<file path="src/rtl/calendar_set_ctrl.sv">
// Clock/calendar register bank with 1 Hz Gregorian timekeeping and a
// push-button set mode that walks and edits year..sec one field at a time.
module calendar_set_ctrl #(
    parameter logic [13:0] RESET_YEAR = 14'd2000
) (
    input  logic        clk,
    input  logic        rst_n,
    input  logic        tick_1hz,
    input  logic        run,
    input  logic        but_1,
    input  logic        but_2,
    input  logic        but_3,
    output logic [5:0]  sec,
    output logic [5:0]  min,
    output logic [4:0]  hour,
    output logic [4:0]  day,
    output logic [3:0]  month,
    output logic [13:0] year,
    output logic        leap,
    output logic [2:0]  edit_field,
    output logic        blink
);

    typedef enum logic [2:0] {
        ST_RUN   = 3'd0,
        ST_YEAR  = 3'd1,
        ST_MONTH = 3'd2,
        ST_DAY   = 3'd3,
        ST_HOUR  = 3'd4,
        ST_MIN   = 3'd5,
        ST_SEC   = 3'd6
    } state_e;

    state_e      state_q, state_d;
    logic [5:0]  sec_q, sec_d, min_q, min_d;
    logic [4:0]  hour_q, hour_d, day_q, day_d;
    logic [3:0]  month_q, month_d;
    logic [13:0] year_q, year_d;
    logic        blink_q, blink_d;
    logic        prevBut1_q, prevBut2_q, prevBut3_q;

    logic riseBut1, riseBut2, riseBut3;
    logic incEn, decEn, countEn;
    logic [4:0] dimCur, dimNew;

    function automatic logic isLeap(input logic [13:0] y);
        return (y[1:0] == 2'b00) &&
               (((y % 14'd100) != 14'd0) || ((y % 14'd400) == 14'd0));
    endfunction

    function automatic logic [4:0] daysInMonth(input logic [3:0] m, input logic lp);
        case (m)
            4'd4, 4'd6, 4'd9, 4'd11: return 5'd30;
            4'd2:                    return lp ? 5'd29 : 5'd28;
            default:                 return 5'd31;
        endcase
    endfunction

    // Prev registers reset high so a button held through reset never fires.
    assign riseBut1 = but_1 & ~prevBut1_q;
    assign riseBut2 = but_2 & ~prevBut2_q;
    assign riseBut3 = but_3 & ~prevBut3_q;
    assign incEn    = riseBut2 & ~riseBut3;
    assign decEn    = riseBut3 & ~riseBut2;
    assign countEn  = (state_q == ST_RUN) && tick_1hz && run;
    assign dimCur   = daysInMonth(month_q, leap);

    always_comb begin
        state_d = state_q;
        sec_d   = sec_q;
        min_d   = min_q;
        hour_d  = hour_q;
        day_d   = day_q;
        month_d = month_q;
        year_d  = year_q;
        blink_d = blink_q;

        if (countEn) begin
            if (sec_q == 6'd59) begin
                sec_d = 6'd0;
                if (min_q == 6'd59) begin
                    min_d = 6'd0;
                    if (hour_q == 5'd23) begin
                        hour_d = 5'd0;
                        if (day_q >= dimCur) begin
                            day_d = 5'd1;
                            if (month_q == 4'd12) begin
                                month_d = 4'd1;
                                year_d  = (year_q == 14'd9999) ? 14'd0 : year_q + 14'd1;
                            end else begin
                                month_d = month_q + 4'd1;
                            end
                        end else begin
                            day_d = day_q + 5'd1;
                        end
                    end else begin
                        hour_d = hour_q + 5'd1;
                    end
                end else begin
                    min_d = min_q + 6'd1;
                end
            end else begin
                sec_d = sec_q + 6'd1;
            end
        end

        // A mode press wins over any simultaneous field edit.
        if (riseBut1) begin
            blink_d = 1'b1;
            case (state_q)
                ST_RUN:   state_d = ST_YEAR;
                ST_YEAR:  state_d = ST_MONTH;
                ST_MONTH: state_d = ST_DAY;
                ST_DAY:   state_d = ST_HOUR;
                ST_HOUR:  state_d = ST_MIN;
                ST_MIN:   state_d = ST_SEC;
                default:  state_d = ST_RUN;
            endcase
        end else if (state_q != ST_RUN) begin
            if (tick_1hz) begin
                blink_d = ~blink_q;
            end
            case (state_q)
                ST_YEAR: begin
                    if (incEn) year_d = (year_q == 14'd9999) ? 14'd0 : year_q + 14'd1;
                    if (decEn) year_d = (year_q == 14'd0) ? 14'd9999 : year_q - 14'd1;
                end
                ST_MONTH: begin
                    if (incEn) month_d = (month_q >= 4'd12) ? 4'd1 : month_q + 4'd1;
                    if (decEn) month_d = (month_q <= 4'd1) ? 4'd12 : month_q - 4'd1;
                end
                ST_DAY: begin
                    if (incEn) day_d = (day_q >= dimCur) ? 5'd1 : day_q + 5'd1;
                    if (decEn) day_d = (day_q <= 5'd1) ? dimCur : day_q - 5'd1;
                end
                ST_HOUR: begin
                    if (incEn) hour_d = (hour_q >= 5'd23) ? 5'd0 : hour_q + 5'd1;
                    if (decEn) hour_d = (hour_q == 5'd0) ? 5'd23 : hour_q - 5'd1;
                end
                ST_MIN: begin
                    if (incEn) min_d = (min_q >= 6'd59) ? 6'd0 : min_q + 6'd1;
                    if (decEn) min_d = (min_q == 6'd0) ? 6'd59 : min_q - 6'd1;
                end
                ST_SEC: begin
                    if (incEn) sec_d = (sec_q >= 6'd59) ? 6'd0 : sec_q + 6'd1;
                    if (decEn) sec_d = (sec_q == 6'd0) ? 6'd59 : sec_q - 6'd1;
                end
                default: ;
            endcase
        end

        // Month/year edits can shrink the month; keep day legal in the same cycle.
        dimNew = daysInMonth(month_d, isLeap(year_d));
        if (day_d > dimNew) begin
            day_d = dimNew;
        end
    end

    always_ff @(posedge clk or negedge rst_n) begin
        if (!rst_n) begin
            state_q    <= ST_RUN;
            sec_q      <= 6'd0;
            min_q      <= 6'd0;
            hour_q     <= 5'd0;
            day_q      <= 5'd1;
            month_q    <= 4'd1;
            year_q     <= RESET_YEAR;
            blink_q    <= 1'b1;
            prevBut1_q <= 1'b1;
            prevBut2_q <= 1'b1;
            prevBut3_q <= 1'b1;
        end else begin
            state_q    <= state_d;
            sec_q      <= sec_d;
            min_q      <= min_d;
            hour_q     <= hour_d;
            day_q      <= day_d;
            month_q    <= month_d;
            year_q     <= year_d;
            blink_q    <= blink_d;
            prevBut1_q <= but_1;
            prevBut2_q <= but_2;
            prevBut3_q <= but_3;
        end
    end

    assign sec        = sec_q;
    assign min        = min_q;
    assign hour       = hour_q;
    assign day        = day_q;
    assign month      = month_q;
    assign year       = year_q;
    assign leap       = isLeap(year_q);
    assign edit_field = state_q;
    assign blink      = blink_q;

endmodule
</file>
<file path="config.mk">
export PLATFORM = sky130hd
export DESIGN_NAME = calendar_set_ctrl
export DESIGN_NICKNAME = d
export VERILOG_FILES = /design/src/rtl/calendar_set_ctrl.sv
export SDC_FILE = /design/constraint.sdc
export NUM_CORES = 1
export LEC_CHECK = 0
export ABC_AREA = 1
export ABC_CLOCK_PERIOD_IN_PS = 13780
export CAP_MARGIN = 40
export CELL_PAD_IN_SITES_DETAIL_PLACEMENT = 1
export CELL_PAD_IN_SITES_GLOBAL_PLACEMENT = 1
export CORE_MARGIN = 1
export CORE_UTILIZATION = 32
export CTS_BUF_LIST = sky130_fd_sc_hd__clkbuf_4 sky130_fd_sc_hd__clkbuf_8
export DETAILED_ROUTE_END_ITERATION = 16
export HOLD_SLACK_MARGIN = 0.15
export PLACE_DENSITY = 0.75
export SYNTH_ARGS = -nofsm -noshare
export SYNTH_HDL_FRONTEND = slang
export SYNTH_SLANG_ARGS = --single-unit
</file>
<file path="constraint.sdc">
create_clock -name clk -period 13.78 [get_ports clk]
set_clock_uncertainty 0.05 [all_clocks]
set_input_delay 2.067 -clock clk [delete_from_list [all_inputs] [get_ports clk]]
set_output_delay 2.067 -clock clk [all_outputs]
set_load 0.01 [all_outputs]
</file>
==> results.json, run 1 <==
{
  "status": "completed",
  "post-route-drc-count": 0,
  "grt_pass1_vias": 7686,
  "grt_max_degree": 48,
  "rr_worst_depth": 101,
  "cp-end-kind": "register",
  "synth_fp_nets": 1205,
  "fin_crit_ns": 12.09,
  "nNetsFinal": 1249,
  "fp-row-count": 53,
  "cts_num_sinks": 47,
  "cp.buffers_inverters": 10,
  "holdPathStages": 1,
  "area.growth.synth_to_final_pct": 12.3,
  "crit_fanout": 9,
  "die_w_um": 149,
  "io_pins": 52,
  "initial_core_util_pct": 32.7,
  "grt_pass1_wl_um": 38100,
  "preCtsSetupSlack_ns": 1.61,
  "antenna_found_initial": 0,
  "clkLatencyLatePin_ns": 0.32,
  "syn_area_per_cell_um2": 5.90,
  "crit_required_ns": 13.92,
  "cp_top_family": "simple AND/OR/NAND/NOR gates",
  "routedWlPerCell_um": 15.3,
  "synth_warnings": 0,
  "drive_gt1_share_pct": 12.2,
  "rsz0062_at_grt": "no",
  "clock.fmax_mhz": 82.7,
  "ys_top_cells_by_area": "nand2_1 17%, dfrtp_1 13%, inv_1 9.5%",
  "crit_top_cell": "nand2_1",
  "syn-instance-count": 1174,
  "synth_common_cells": "313 x nand2_1, 175 x inv_1, 111 x nor2_1",
  "gp_congestion": 0.879,
  "post-synth-top-count-cell": "nand2_1",
  "path_clk_slew_ns": 0.11,
  "synth_edf_count": 0,
  "max_stage_delay_ns": 0.70,
  "syn-cell-area_mm2": 0.00693,
  "ys_seq_area_share_pct": 17.2,
  "cpMaxStageDelayCell": "dfstp_2",
  "io_buffers": 51,
  "cts_made_buffers": 5,
  "synth_top_cell_by_area": "nand2_1",
  "async_flop_share_pct": 100,
  "setup_viol": 0,
  "cts_tree": "yes",
  "max_slew_margin_pct": 42.9,
  "grt-ovfl-total": 0,
  "maxSlewViolCount": 0,
  "ant_nets": 0,
  "nFillCells": 2897,
  "worst_pin_slew_ns": 0.850,
  "dp_hpwl_um": 18400,
  "num_antenna_cells": 0,
  "viasPerCell": 5.11,
  "cap_violations": 0,
  "synth_cell_types": 52,
  "core_region_area_mm2": 0.0212,
  "ctsHoldBuffers": 0,
  "gr-usage-all-layers_pct": 21.1,
  "htreeDepth": 2,
  "dr_total_vias": 7640,
  "synth_top_area_share_pct": 17.0,
  "finalWorstSetupSlack_ns": 1.69,
  "wirelength_um": 22800,
  "cts_buffer_depth": 2,
  "fp.dieH_um": 149,
  "criticalPathCategory": "reg -> reg",
  "cp.arrival_ns": 12.23,
  "hold_path.class": "reg -> reg",
  "period_share_pct": 87.7,
  "fin_setup_tns_ns": 0,
  "synth-seq-cells": 47,
  "drtPass1Iterations": 4,
  "cts_root_buf": "clkbuf_8",
  "synth_ff_type": "dfrtp_1",
  "drtIter0Drc": 330,
  "cp-start-kind": "register",
  "hold_violations": 0,
  "cp_num_cells": 101,
  "die_area_mm2": 0.0222
}
[layer usage]
layer / track usage, % / part of all wire [%]
met1: 28.3 / 48
met5: 0 / 0
met2: 37.1 / 48
met3: 1.53 / 2.7
met4: 3.78 / 0.88
[worst register-to-register path, delay by kind of cell (launching register included)]
family,cells,cell delay (ns)
DFF,1,0.70
buffers and inverters,10,0.75
adders and majority gates,3,0.73
AOI/OAI and AO/OA,9,1.53
and+or+nand+nor,79,8.19
[stage by stage]
stage | cells | utilization (%) | hold slack, ns | instance area (um2)
floorplan | 1174 | - | 0.501 | 6930
CTS | 1492 | 36.7 | 0.558 | 7760
global route | 1494 | 36.8 | 0.578 | 7780
finish | 1494 | 36.8 | 0.558 | 7780
detailed placement | 1484 | 36.3 | 0.527 | 7670
global placement | 1483 | 36.2 | 0.495 | 7660
[layout make-up]
| class | count | area [um2] | area share [%] |
|---|---|---|---|
| Multi-Input combinational cell | 917 | 4890 | 62.8 |
| Sequential cell | 47 | 1190 | 15.3 |
| Inverter | 191 | 717 | 9.22 |
| Timing Repair Buffer | 56 | 547 | 7.03 |
| Tap cell | 275 | 344 | 4.42 |
| Clock buffer | 5 | 68.8 | 0.885 |
| Clock inverter | 3 | 25.0 | 0.322 |
[what timing repair did]
item                       4_1_cts  5_1_grt
setup endpoints to repair        0        1
resized for setup                0        0
setup buffers                    0        2
[placed cells by master, fill, tap and decap left out, types with 3 or more instances in the layout]
cell type | netlist | routed
nand2_1 | 313 | 313
inv_1 | 175 | 175
nor2_1 | 111 | 111
nand3_1 | 93 | 93
o21ai_0 | 80 | 80
nand2_2 | 54 | 54
clkdlybuf4s50_1 | 0 | 50
dfrtp_1 | 35 | 35
nand4_1 | 31 | 31
a21oi_1 | 30 | 30
xor2_1 | 29 | 29
ha_1 | 24 | 24
nor2_2 | 17 | 17
inv_2 | 15 | 15
nor3_1 | 14 | 14
o21ai_1 | 12 | 12
dfstp_2 | 12 | 12
o211ai_1 | 11 | 11
nand2_4 | 9 | 9
nand3_2 | 8 | 8
o22ai_1 | 8 | 8
nor2_4 | 7 | 7
a22oi_1 | 6 | 6
o31ai_1 | 6 | 6
a32o_1 | 5 | 5
clkbuf_8 | 0 | 5
o21ai_2 | 4 | 4
xnor2_1 | 4 | 4
buf_4 | 8 | 4
nand4_2 | 3 | 3
a21oi_2 | 3 | 3
o21bai_1 | 3 | 3
and2_1 | 3 | 3
o221ai_1 | 3 | 3
o32ai_1 | 3 | 3
nor4_1 | 3 | 3
[state kept, by name, summed over array words and instances, names as in the netlist]
signal and count:
blink 1, month 4, min 6, edit_field 3, prevBut1_q 1, sec 6
hour 5, prevBut3_q 1, year 14, day 5, prevBut2_q 1
[worst paths after layout]
path	start	end	slack (ns)
max	year[9]$_DFF_PN1_	day[1]$_DFF_PN0_	1.69
min	blink$_DFFE_PN1P_	blink$_DFFE_PN1P_	0.56
max reg2reg	year[9]$_DFF_PN1_	day[1]$_DFF_PN0_	1.69
min reg2reg	blink$_DFFE_PN1P_	blink$_DFFE_PN1P_	0.56
max in group asynchronous	rst_n	year[1]$_DFF_PN0_	11.44
min in group asynchronous	rst_n	min[1]$_DFF_PN0_	1.78
[cells by family (layout without fill, tap and decap cells)]
kind of cell               after synthesis  after routing  share of synthesized area, %
and+or+nand+nor                        673            673                          45.8
buffers and inverters                  210            255                          12.3
AOI/OAI and AO/OA                      187            187                          16.2
DFF                                     47             47                          17.2
xor gates and xnor gates                33             33                          4.17
adders and majority gates               24             24                          4.33
Power of run 1 is not shown: default switching activity piles up to over one toggle a cycle in this logic, so the estimate is an artifact.
==> inputs of run 2 (changes only) <==
- CORE_MARGIN: 1 -> unset
==> results of run 2 <==
The final DEF is identical to that of run 1; final timing and power are the same.
Power of run 2 is left out for the same reason.
==> inputs of run 3 (changes only) <==
- MAX_ROUTING_LAYER: unset -> met4
==> run 3 against run 2 <==
Effect of this change: critical path depth decreased by 2; non-clock buffer count unchanged; cell count stayed put; highest routed layer unchanged; utilization did not move; critical endpoint unchanged; design area unchanged; via count about the same.
==> results.json, run 3 (same netlist as run 1, synthesis figures left out) <==
{
  "status": "completed",
  "cts_buffer_depth": 2,
  "num_antenna_cells": 0,
  "drtIter0Drc": 330,
  "grt_max_degree": 48,
  "crit_fanout": 9,
  "fp.dieH_um": 149,
  "io_pins": 52,
  "grt_pass1_vias": 7676,
  "ant_nets": 0,
  "setup_viol": 0,
  "fin_setup_tns_ns": 0,
  "wirelength_um": 22900,
  "crit_required_ns": 13.92,
  "dp_hpwl_um": 18400,
  "fp-row-count": 53,
  "area.growth.synth_to_final_pct": 12.3,
  "final_common_cell": "nand2_1",
  "initial_core_util_pct": 32.7,
  "path_clk_slew_ns": 0.11,
  "cts_tree": "yes",
  "worst_pin_slew_ns": 0.842,
  "grt-ovfl-total": 0,
  "cts_root_buf": "clkbuf_8",
  "grt_pass1_wl_um": 38200,
  "hold_violations": 0,
  "drive_gt1_share_pct": 12.2,
  "layout_common_cells": "313 x nand2_1, 175 x inv_1, 111 x nor2_1, 93 x nand3_1, 80 x o21ai_0",
  "antenna_found_initial": 0,
  "maxSlewViolCount": 0,
  "cts_num_sinks": 47,
  "clkLatencyLatePin_ns": 0.32,
  "criticalPathCategory": "reg -> reg",
  "hold_path.class": "reg -> reg",
  "cp.arrival_ns": 12.24,
  "routedWlPerCell_um": 15.3,
  "dr_total_vias": 7645,
  "max_stage_delay_ns": 0.70,
  "crit_top_cell": "nand2_1",
  "period_share_pct": 87.8,
  "drtPass1Iterations": 5,
  "clock.fmax_mhz": 82.7,
  "worstSetupStartpoint": "year[9]$_DFF_PN1_",
  "cpMaxStageDelayCell": "dfstp_2",
  "rsz0062_at_grt": "no",
  "hp-start": "blink$_DFFE_PN1P_",
  "max_slew_margin_pct": 43.4,
  "cp-end-kind": "register",
  "gp_congestion": 0.893,
  "nFillCells": 2897,
  "cap_violations": 0,
  "nNetsFinal": 1249,
  "r2r_slack_ns": 1.68,
  "core_region_area_mm2": 0.0212,
  "post-route-drc-count": 0,
  "cp-start-kind": "register",
  "rr_startpoint": "year[9]$_DFF_PN1_",
  "largest_reg_flops": 14,
  "fin_crit_ns": 12.10,
  "viasPerCell": 5.12,
  "io_buffers": 51,
  "die_area_mm2": 0.0222,
  "die_w_um": 149,
  "cts_made_buffers": 5,
  "gr-usage-all-layers_pct": 21.7,
  "htreeDepth": 2
}
-- run 3: per-stage QoR --
stage | instances | utilization, % | hold slack (ns) | setup WS, ns | cell area (um2)
3_3_place_gp | 1483 | 36.2 | 0.495 | 2.06 | 7660
3_5_place_dp | 1484 | 36.3 | 0.527 | 1.61 | 7670
5_1_grt | 1494 | 36.8 | 0.578 | 0.0399 | 7780
4_1_cts | 1492 | 36.7 | 0.558 | 1.57 | 7760
6_report | 1494 | 36.8 | 0.558 | 1.68 | 7780
2_1_floorplan | 1174 | - | 0.501 | 3.58 | 6930
-- run 3: cell type report --
class	instances	area, um2	share of cell area [%]
repair buffers	56	547	7.03
clock inverters	3	25.0	0.322
well taps	275	344	4.42
flip-flops and latches	47	1190	15.3
inverters	191	717	9.22
clock buffers	5	68.8	0.885
multi-input cells	917	4890	62.8
-- run 3: final timing paths --
path / to / cells after the start
setup / recovery: day[1]$_DFF_PN0_ / 99
hold / removal: blink$_DFFE_PN1P_ / 1
setup reg to reg: day[1]$_DFF_PN0_ / 99
hold reg to reg: blink$_DFFE_PN1P_ / 1
max in group asynchronous: year[1]$_DFF_PN0_ / 2
min in group asynchronous: min[1]$_DFF_PN0_ / 2
-- run 3: repair_timing --
action	4_1_cts	5_1_grt
buffers inserted	0	2
hold buffers	0	0
setup endpoints to repair	0	1
gates resized for setup	0	0
-- run 3: per-layer routing --
metal  up-vias  wire length, um  track usage, %
met3         9              646            1.50
met2        88            11100            37.1
met4         0              181            3.78
met1      3656            11000            28.4
met5         -                0               -
li1       3892                -               -
-- run 3: worst max-delay path, delay by kind of cell (launching register included) --
kind	cells	cell delay, ns
flip-flops	1	0.70
adder cells (fa/ha/maj)	3	0.73
buffers and inverters	10	0.75
AO/OA/AOI/OAI	9	1.53
AND/OR/NAND/NOR	77	8.18
Power of run 3 is left out for the same reason.
